<file path="src/rtl/obstacle_engine.sv">
// Falling-obstacle engine: slot movement, spawning, scoring, collision and game FSM.
// Outputs are registered slot state; oState/oCrash decode the state register.
module obstacle_engine #(
  parameter int N_OBS      = 3,
  parameter int X_W        = 10,
  parameter int Y_W        = 9,
  parameter int SCREEN_H   = 480,
  parameter int OBS_W      = 60,
  parameter int OBS_H      = 60,
  parameter int STEP       = 8,
  parameter int PLAYER_Y   = 400,
  parameter int PLAYER_W   = 40,
  parameter int PLAYER_H   = 40,
  parameter int LANE_BITS  = 2,
  parameter int LANE_X0    = 160,
  parameter int LANE_PITCH = 80,
  parameter int SPAWN_GAP  = 20,
  parameter int SCORE_W    = 9
) (
  input  logic                   iClk,
  input  logic                   iReset,
  input  logic                   iTick,
  input  logic                   iStart,
  input  logic [X_W-1:0]         iPlayerX,
  output logic [N_OBS*X_W-1:0]   oObsX,
  output logic [N_OBS*Y_W-1:0]   oObsY,
  output logic [N_OBS-1:0]       oObsValid,
  output logic [SCORE_W-1:0]     oScore,
  output logic [1:0]             oState,
  output logic                   oCrash
);

  typedef enum logic [1:0] {
    ST_IDLE  = 2'b00,
    ST_RUN   = 2'b01,
    ST_CRASH = 2'b10
  } state_t;

  localparam int CNT_W = (SPAWN_GAP > 1) ? $clog2(SPAWN_GAP) : 1;
  localparam logic [CNT_W-1:0] CNT_MAX  = CNT_W'(SPAWN_GAP - 1);
  localparam logic [Y_W:0]     Y_STEP   = (Y_W+1)'(STEP);
  localparam logic [Y_W:0]     Y_LIMIT  = (Y_W+1)'(SCREEN_H);
  localparam logic [SCORE_W:0] EXIT_ONE = (SCORE_W+1)'(1);

  state_t             state_q, state_d;
  logic [X_W-1:0]     obs_x_q [N_OBS];
  logic [X_W-1:0]     obs_x_d [N_OBS];
  logic [Y_W-1:0]     obs_y_q [N_OBS];
  logic [Y_W-1:0]     obs_y_d [N_OBS];
  logic [N_OBS-1:0]   valid_q, valid_d;
  logic [SCORE_W-1:0] score_q, score_d;
  logic [CNT_W-1:0]   cnt_q, cnt_d;
  logic [8:0]         lfsr_q, lfsr_d;

  logic               collision;
  logic [N_OBS-1:0]   spawn_sel;
  logic [X_W-1:0]     lane_x;
  logic [Y_W:0]       y_next [N_OBS];
  logic [SCORE_W:0]   n_exit;
  logic [SCORE_W:0]   score_sum;

  // Lowest clear bit of the pre-tick valid vector; zero when every slot is busy.
  assign spawn_sel = ~valid_q & (valid_q + N_OBS'(1));
  assign lane_x    = X_W'(LANE_X0 + LANE_PITCH * int'(lfsr_q[LANE_BITS-1:0]));

  always_comb begin
    collision = 1'b0;
    for (int i = 0; i < N_OBS; i++) begin
      if (valid_q[i]
          && (32'(obs_x_q[i]) < 32'(iPlayerX) + 32'(PLAYER_W))
          && (32'(iPlayerX) < 32'(obs_x_q[i]) + 32'(OBS_W))
          && (32'(obs_y_q[i]) + 32'(OBS_H) > 32'(PLAYER_Y))
          && (32'(obs_y_q[i]) < 32'(PLAYER_Y) + 32'(PLAYER_H)))
        collision = 1'b1;
    end
  end

  always_comb begin
    for (int i = 0; i < N_OBS; i++) y_next[i] = {1'b0, obs_y_q[i]} + Y_STEP;
  end

  always_comb begin
    // NOTE: every variable gets a default before the case so no path can infer a latch.
    state_d = state_q;
    obs_x_d = obs_x_q;
    obs_y_d = obs_y_q;
    valid_d = valid_q;
    score_d = score_q;
    cnt_d   = cnt_q;
    lfsr_d  = {lfsr_q[7:0], lfsr_q[8] ^ lfsr_q[4]};
    n_exit  = '0;
    score_sum = {1'b0, score_q};

    unique case (state_q)
      ST_IDLE: begin
        for (int i = 0; i < N_OBS; i++) begin
          obs_x_d[i] = '0;
          obs_y_d[i] = '0;
        end
        valid_d = '0;
        score_d = '0;
        cnt_d   = CNT_MAX;
        if (iStart) state_d = ST_RUN;
      end

      ST_RUN: begin
        if (collision) begin
          state_d = ST_CRASH;
        end else if (iTick) begin
          for (int i = 0; i < N_OBS; i++) begin
            if (valid_q[i]) begin
              if (y_next[i] >= Y_LIMIT) begin
                valid_d[i] = 1'b0;
                n_exit     = n_exit + EXIT_ONE;
              end else begin
                obs_y_d[i] = y_next[i][Y_W-1:0];
              end
            end
          end
          score_sum = {1'b0, score_q} + n_exit;
          score_d   = score_sum[SCORE_W] ? '1 : score_sum[SCORE_W-1:0];

          // A dropped spawn leaves the counter at its terminal value to retry next tick.
          if (cnt_q == CNT_MAX) begin
            if (|spawn_sel) begin
              cnt_d = '0;
              for (int i = 0; i < N_OBS; i++) begin
                if (spawn_sel[i]) begin
                  obs_x_d[i] = lane_x;
                  obs_y_d[i] = '0;
                  valid_d[i] = 1'b1;
                end
              end
            end
          end else begin
            cnt_d = cnt_q + CNT_W'(1);
          end
        end
      end

      ST_CRASH: begin
        if (iStart) begin
          state_d = ST_IDLE;
          for (int i = 0; i < N_OBS; i++) begin
            obs_x_d[i] = '0;
            obs_y_d[i] = '0;
          end
          valid_d = '0;
          score_d = '0;
          cnt_d   = CNT_MAX;
        end
      end

      default: begin
        state_d = ST_IDLE;
        for (int i = 0; i < N_OBS; i++) begin
          obs_x_d[i] = '0;
          obs_y_d[i] = '0;
        end
        valid_d = '0;
        score_d = '0;
        cnt_d   = CNT_MAX;
      end
    endcase
  end

  always_ff @(posedge iClk or posedge iReset) begin
    if (iReset) begin
      state_q <= ST_IDLE;
      // NOTE: the slot arrays are tiny and their reset contents are visible, so they are reset.
      for (int i = 0; i < N_OBS; i++) begin
        obs_x_q[i] <= '0;
        obs_y_q[i] <= '0;
      end
      valid_q <= '0;
      score_q <= '0;
      cnt_q   <= CNT_MAX;
      lfsr_q  <= 9'h1FF;
    end else begin
      // NOTE: non-blocking assignments so every register updates from pre-edge values.
      state_q <= state_d;
      obs_x_q <= obs_x_d;
      obs_y_q <= obs_y_d;
      valid_q <= valid_d;
      score_q <= score_d;
      cnt_q   <= cnt_d;
      lfsr_q  <= lfsr_d;
    end
  end

  for (genvar g = 0; g < N_OBS; g++) begin : g_pack
    assign oObsX[g*X_W +: X_W] = obs_x_q[g];
    assign oObsY[g*Y_W +: Y_W] = obs_y_q[g];
  end

  assign oObsValid = valid_q;
  assign oScore    = score_q;
  assign oState    = state_q;
  assign oCrash    = (state_q == ST_CRASH);

endmodule

</file>
<file path="config.mk">
export PLATFORM = sky130hd
export DESIGN_NAME = obstacle_engine
export DESIGN_NICKNAME = d
export VERILOG_FILES = /design/src/rtl/obstacle_engine.sv
export SDC_FILE = /design/constraint.sdc
export NUM_CORES = 1
export LEC_CHECK = 0
export CAP_MARGIN = 20
export CORE_ASPECT_RATIO = 0.7
export CORE_UTILIZATION = 25
export DETAILED_ROUTE_END_ITERATION = 8
export GPL_TIMING_DRIVEN = 0
export SLEW_MARGIN = 20
export SYNTH_ARGS = -nofsm -noshare
export SYNTH_HDL_FRONTEND = slang
export SYNTH_SLANG_ARGS = --single-unit
</file>
<file path="constraint.sdc">
create_clock -name iClk -period 4.6 [get_ports iClk]
set_input_delay 0.46 -clock iClk [delete_from_list [all_inputs] [get_ports iClk]]
set_output_delay 0.46 -clock iClk [all_outputs]
set_load 0.05 [all_outputs]
</file>
==> flow_metrics.py, run 1 <==
metrics = {
    "drt": {
        "route.detailed.drc": 5,
        "route.detailed.wl_per_inst_microns": 14.75,
        "vias_per_cell": 4.742,
        "detailedRoute.firstPassIterationCount": 9,
        "drt_wl_total_microns": 12540,
        "ant_nets": 0,
        "route.vias.total": 4031,
        "first_iter_violations": 246,
    },
    "synth": {
        "synth_seq_cells": 61,
        "largest_family_of_logic_cells_by_synthesized_area": "compound AO/OA/AOI/OAI gates",
        "yosysTopAreaCellShare_pct": 26.13,
        "synth.largest_area_cell": "dfrtp_1",
        "async_reset_ff_share_pct": 100.0,
        "synth-xor-area-share_pct": 3.546,
        "post_synth_mux_area_share_pct": 4.505,
        "synth_area_leaders": "dfrtp_1 (26%), ha_1 (14%), dfstp_2 (6.7%)",
        "synth.distinct_cells": 64,
        "post_synth_and_or_nand_nor_area_fraction_pct": 18.90,
        "syn-cell-area_sq_mm": 0.004693,
        "post_synth_fa_ha_maj_area_fraction_pct": 14.24,
        "synth_edf_count": 0,
        "yosysSeqAreaShare_pct": 32.84,
        "synth_flop_cell": "dfrtp_1",
        "ys.warnings.count": 0,
        "synth-compound-area-share_pct": 18.95,
        "syn-mean-instance-area_sq_um": 9.167,
        "post_synth_inst_count": 512,
    },
    "floorplanning": {
        "floorplan.die_area_sq_mm": 0.01933,
        "num_rows": 41,
        "core_sq_mm": 0.01821,
        "floorplan.die.height_microns": 116.6,
        "num_io_pins": 86,
        "chipWidth_microns": 165.8,
        "initial_utilization_pct": 25.77,
    },
    "placed_design": {
        "placed_area_sq_mm": 0.005719,
        "total_of_buffers_placed_on_input_and_output_ports": 61,
        "place_congestion": 0.8163,
        "dp.final_hpwl_microns": 9551,
    },
    "finish": {
        "area_delta_synth_final_pct": 28.42,
        "most_common_cell_after_layout_fill_and_taps_aside": "clkdlybuf4s50_1",
        "num-fill-cells": 1862,
        "ff_latch_area_sq_mm": 0.001541,
        "finished_layout_cell_area_sq_mm": 0.006027,
        "total_area_of_multi_input_combinational_cells_sq_mm": 0.002917,
        "antenna_diode_instance_count": 0,
        "drive_gt1_share_pct": 13.84,
        "layout_common_cells": "clkdlybuf4s50_1 (61), ha_1 (51), dfrtp_1 (49), nand2_1 (41), nor2_1 (37)",
        "final_net_count": 675,
        "fin_util_pct": 33.10,
    },
    "power_and_ir_drop": {
        "power_after_layout_w": 0.002917,
        "power_density_mw_per_mm2": 483.9,
        "fraction_of_power_spent_switching_nets_pct": 44.08,
        "power_internal_w": 0.001631,
        "sequentialPowerShare_pct": 28.9,
        "reported_net_switching_power_w": 0.001286,
        "total_leakage_power_nw": 2.559,
        "peakVddDrop_uv": 222.2,
        "clkPwrFrac_pct": 24.2,
        "power_frac_comb_pct": 47.0,
    },
    "global_route": {
        "grt.total_usage_pct": 13.59,
        "gr-total-overflow": 0,
        "grt_pass1_wl_microns": 20670,
        "grt_antenna_before_repair": 0,
        "grt_start_max_net_pins": 48,
        "grt_pass1_vias": 3757,
    },
    "clock_network": {
        "cts_inserted_buffers": 9,
        "cts.htree.levels": 3,
        "clock_tree_root_driver_cell": "clkbuf_16",
        "tritoncts": "yes",
        "worstSkewPairLatency_ns": 0.33,
        "post_cts_hold_buffer_count": 0,
        "post-cts-setup-buffer-count": 0,
        "cts_repair_resize_count": 0,
        "tritoncts_num_sinks": 61,
        "path_clk_slew_ns": 0.05,
        "cts_max_path_buffers": 2,
    },
    "worst_setup_path": {
        "crit_path_top_delay_cell": "clkdlybuf4s50_1",
        "end_kind": "register",
        "crit_top_cell": "ha_1",
        "cp.required_ns": 4.81,
        "crit_path_start_kind": "input pin",
        "timing.critical_path.arrival_ns": 4.51,
        "critical-path-max-stage-delay_ns": 0.56,
        "critPathKind": "input pin to register",
        "worst-path-max-fanout": 10,
        "cpLargestDelayFamily": "compound AO/OA/AOI/OAI gates",
        "cp_num_buf_inv": 2,
        "crit_chain": "clkdlybuf4s50_1, ha_1, o21ai_0, xor2_1, ha_1, a21o_1, a221o_1, a2111oi_4, a31oi_4, a31oi_1, buf_2, mux2_2",
    },
    "sta": {
        "share_of_the_clock_period_used_by_the_worst_path_pct": 93.39,
        "report.final.hold_viol_count": 0,
        "setup-violations-final": 0,
        "timing.fmax_mhz": 232.8,
        "worst_slew_pin_slew_ns": 0.7542,
        "unrepaired_setup_endpoints_after_global_routing": "no",
        "setup_tns_ns": 0,
        "slew_violations": 0,
        "finalHoldWorstSlack_ns": 0.3509,
        "finClkSkew_ns": 0.005119,
        "timing.slew.headroom_pct": 49.57,
        "finalCriticalPeriod_ns": 4.296,
    },
    "run_status": {
        "failed_checks": "design-rule violations",
        "status": "finished with violations",
    },
    "hold_path": {
        "timing.hold.worst.class": "register to register",
    },
    "run": {
        "max-cap-violations": 0,
    },
}
area by class of cell:
class | count | share of cell area, %
timing repair buffer | 62 | 10.59
tap | 236 | 4.899
clock buffer | 11 | 3.861
multi-input combinational | 415 | 48.39
clock inverter | 5 | 1.246
sequential | 61 | 25.58
buffer | 36 | 3.903
inverter | 24 | 1.536
power by group through the flow:
stage | combinational [W] | sequential (W) | clock (W)
global placement | 0.00135 | 0.000845 | 0
floorplan | 0.000705 | 0.00109 | 0
global route | 0.00151 | 0.000865 | 0.000747
detailed placement | 0.00136 | 0.000848 | 0
finish | 0.00137 | 0.000842 | 0.000705
CTS | 0.00137 | 0.000840 | 0.000718
registers in the layout, indices dropped and copies added, names as in the netlist:
name       flops
oState         2
oObsValid      3
oObsY         18
lfsr_q         9
cnt_q          5
oObsX         15
oScore         9
cell usage after synthesis, drive strengths merged (11+ instances only):
| library cell | instances |
|---|---|
| nor2b | 11 |
| inv | 24 |
| xor2 | 12 |
| o21ai | 35 |
| ha | 51 |
| nor2 | 37 |
| nand2 | 41 |
| mux2 | 17 |
| o31ai | 13 |
| dfrtp | 49 |
| nand3 | 21 |
| a21oi | 24 |
| buf | 30 |
| dfstp | 12 |
cell families (layout without fill, tap and decap cells):
logic type | after synthesis | count (layout)
mux | 19 | 19
compound gates | 127 | 127
other cells | 1 | 25
flops | 61 | 61
buf+inv | 60 | 138
simple gates | 172 | 172
xor+xnor | 19 | 19
fa+ha+maj | 53 | 53
metrics by stage:
step / cells / worst slack, ns
6_report: 850 / 0.3042
4_1_cts: 850 / 0.3416
3_3_place_gp: 833 / -0.02977
2_1_floorplan: 536 / 0.9978
3_5_place_dp: 834 / -0.006911
5_1_grt: 850 / 0.1411
worst reg2reg max path, delay by kind of cell (launching register included):
kind,cells,cell delay (ns)
AO/OA/AOI/OAI,5,1.44
XOR/XNOR,1,0.13
adder cells (fa/ha/maj),2,0.51
buffers and inverters,2,0.41
flip-flops,1,0.46
multiplexers,1,0.36
AND/OR/NAND/NOR,2,0.23
layer usage:
layer | vias to the layer above | wire length [microns] | GRT usage, %
li1 | 2029 | - | -
met2 | 115 | 5215 | 19.66
met5 | - | 0 | 0
met3 | 5 | 726 | 3.151
met1 | 1882 | 6541 | 20.32
met4 | 0 | 54 | 2.741
worst paths after layout:
kind	start	to	slack, ns	cells past startpoint
max	iPlayerX[3]	oObsX[16]$_DFFE_PP0P_	0.30	12
min	lfsr_q[3]$_DFF_PP1_	lfsr_q[4]$_DFF_PP1_	0.35	0
max reg2reg	oObsX[14]$_DFFE_PP0P_	oObsX[16]$_DFFE_PP0P_	0.95	13
min reg2reg	lfsr_q[3]$_DFF_PP1_	lfsr_q[4]$_DFF_PP1_	0.35	0
max in group asynchronous	iReset	cnt_q[4]$_DFFE_PP1P_	3.62	3
min in group asynchronous	iReset	oObsY[6]$_DFFE_PP0P_	0.42	2
Power figures use the tool's default switching activity.
==> run 2: changes to the inputs <==
Settings changed: CAP_MARGIN 20 to 0.
==> results of run 2 <==
Final layout, timing and power as in run 1 (identical DEF).
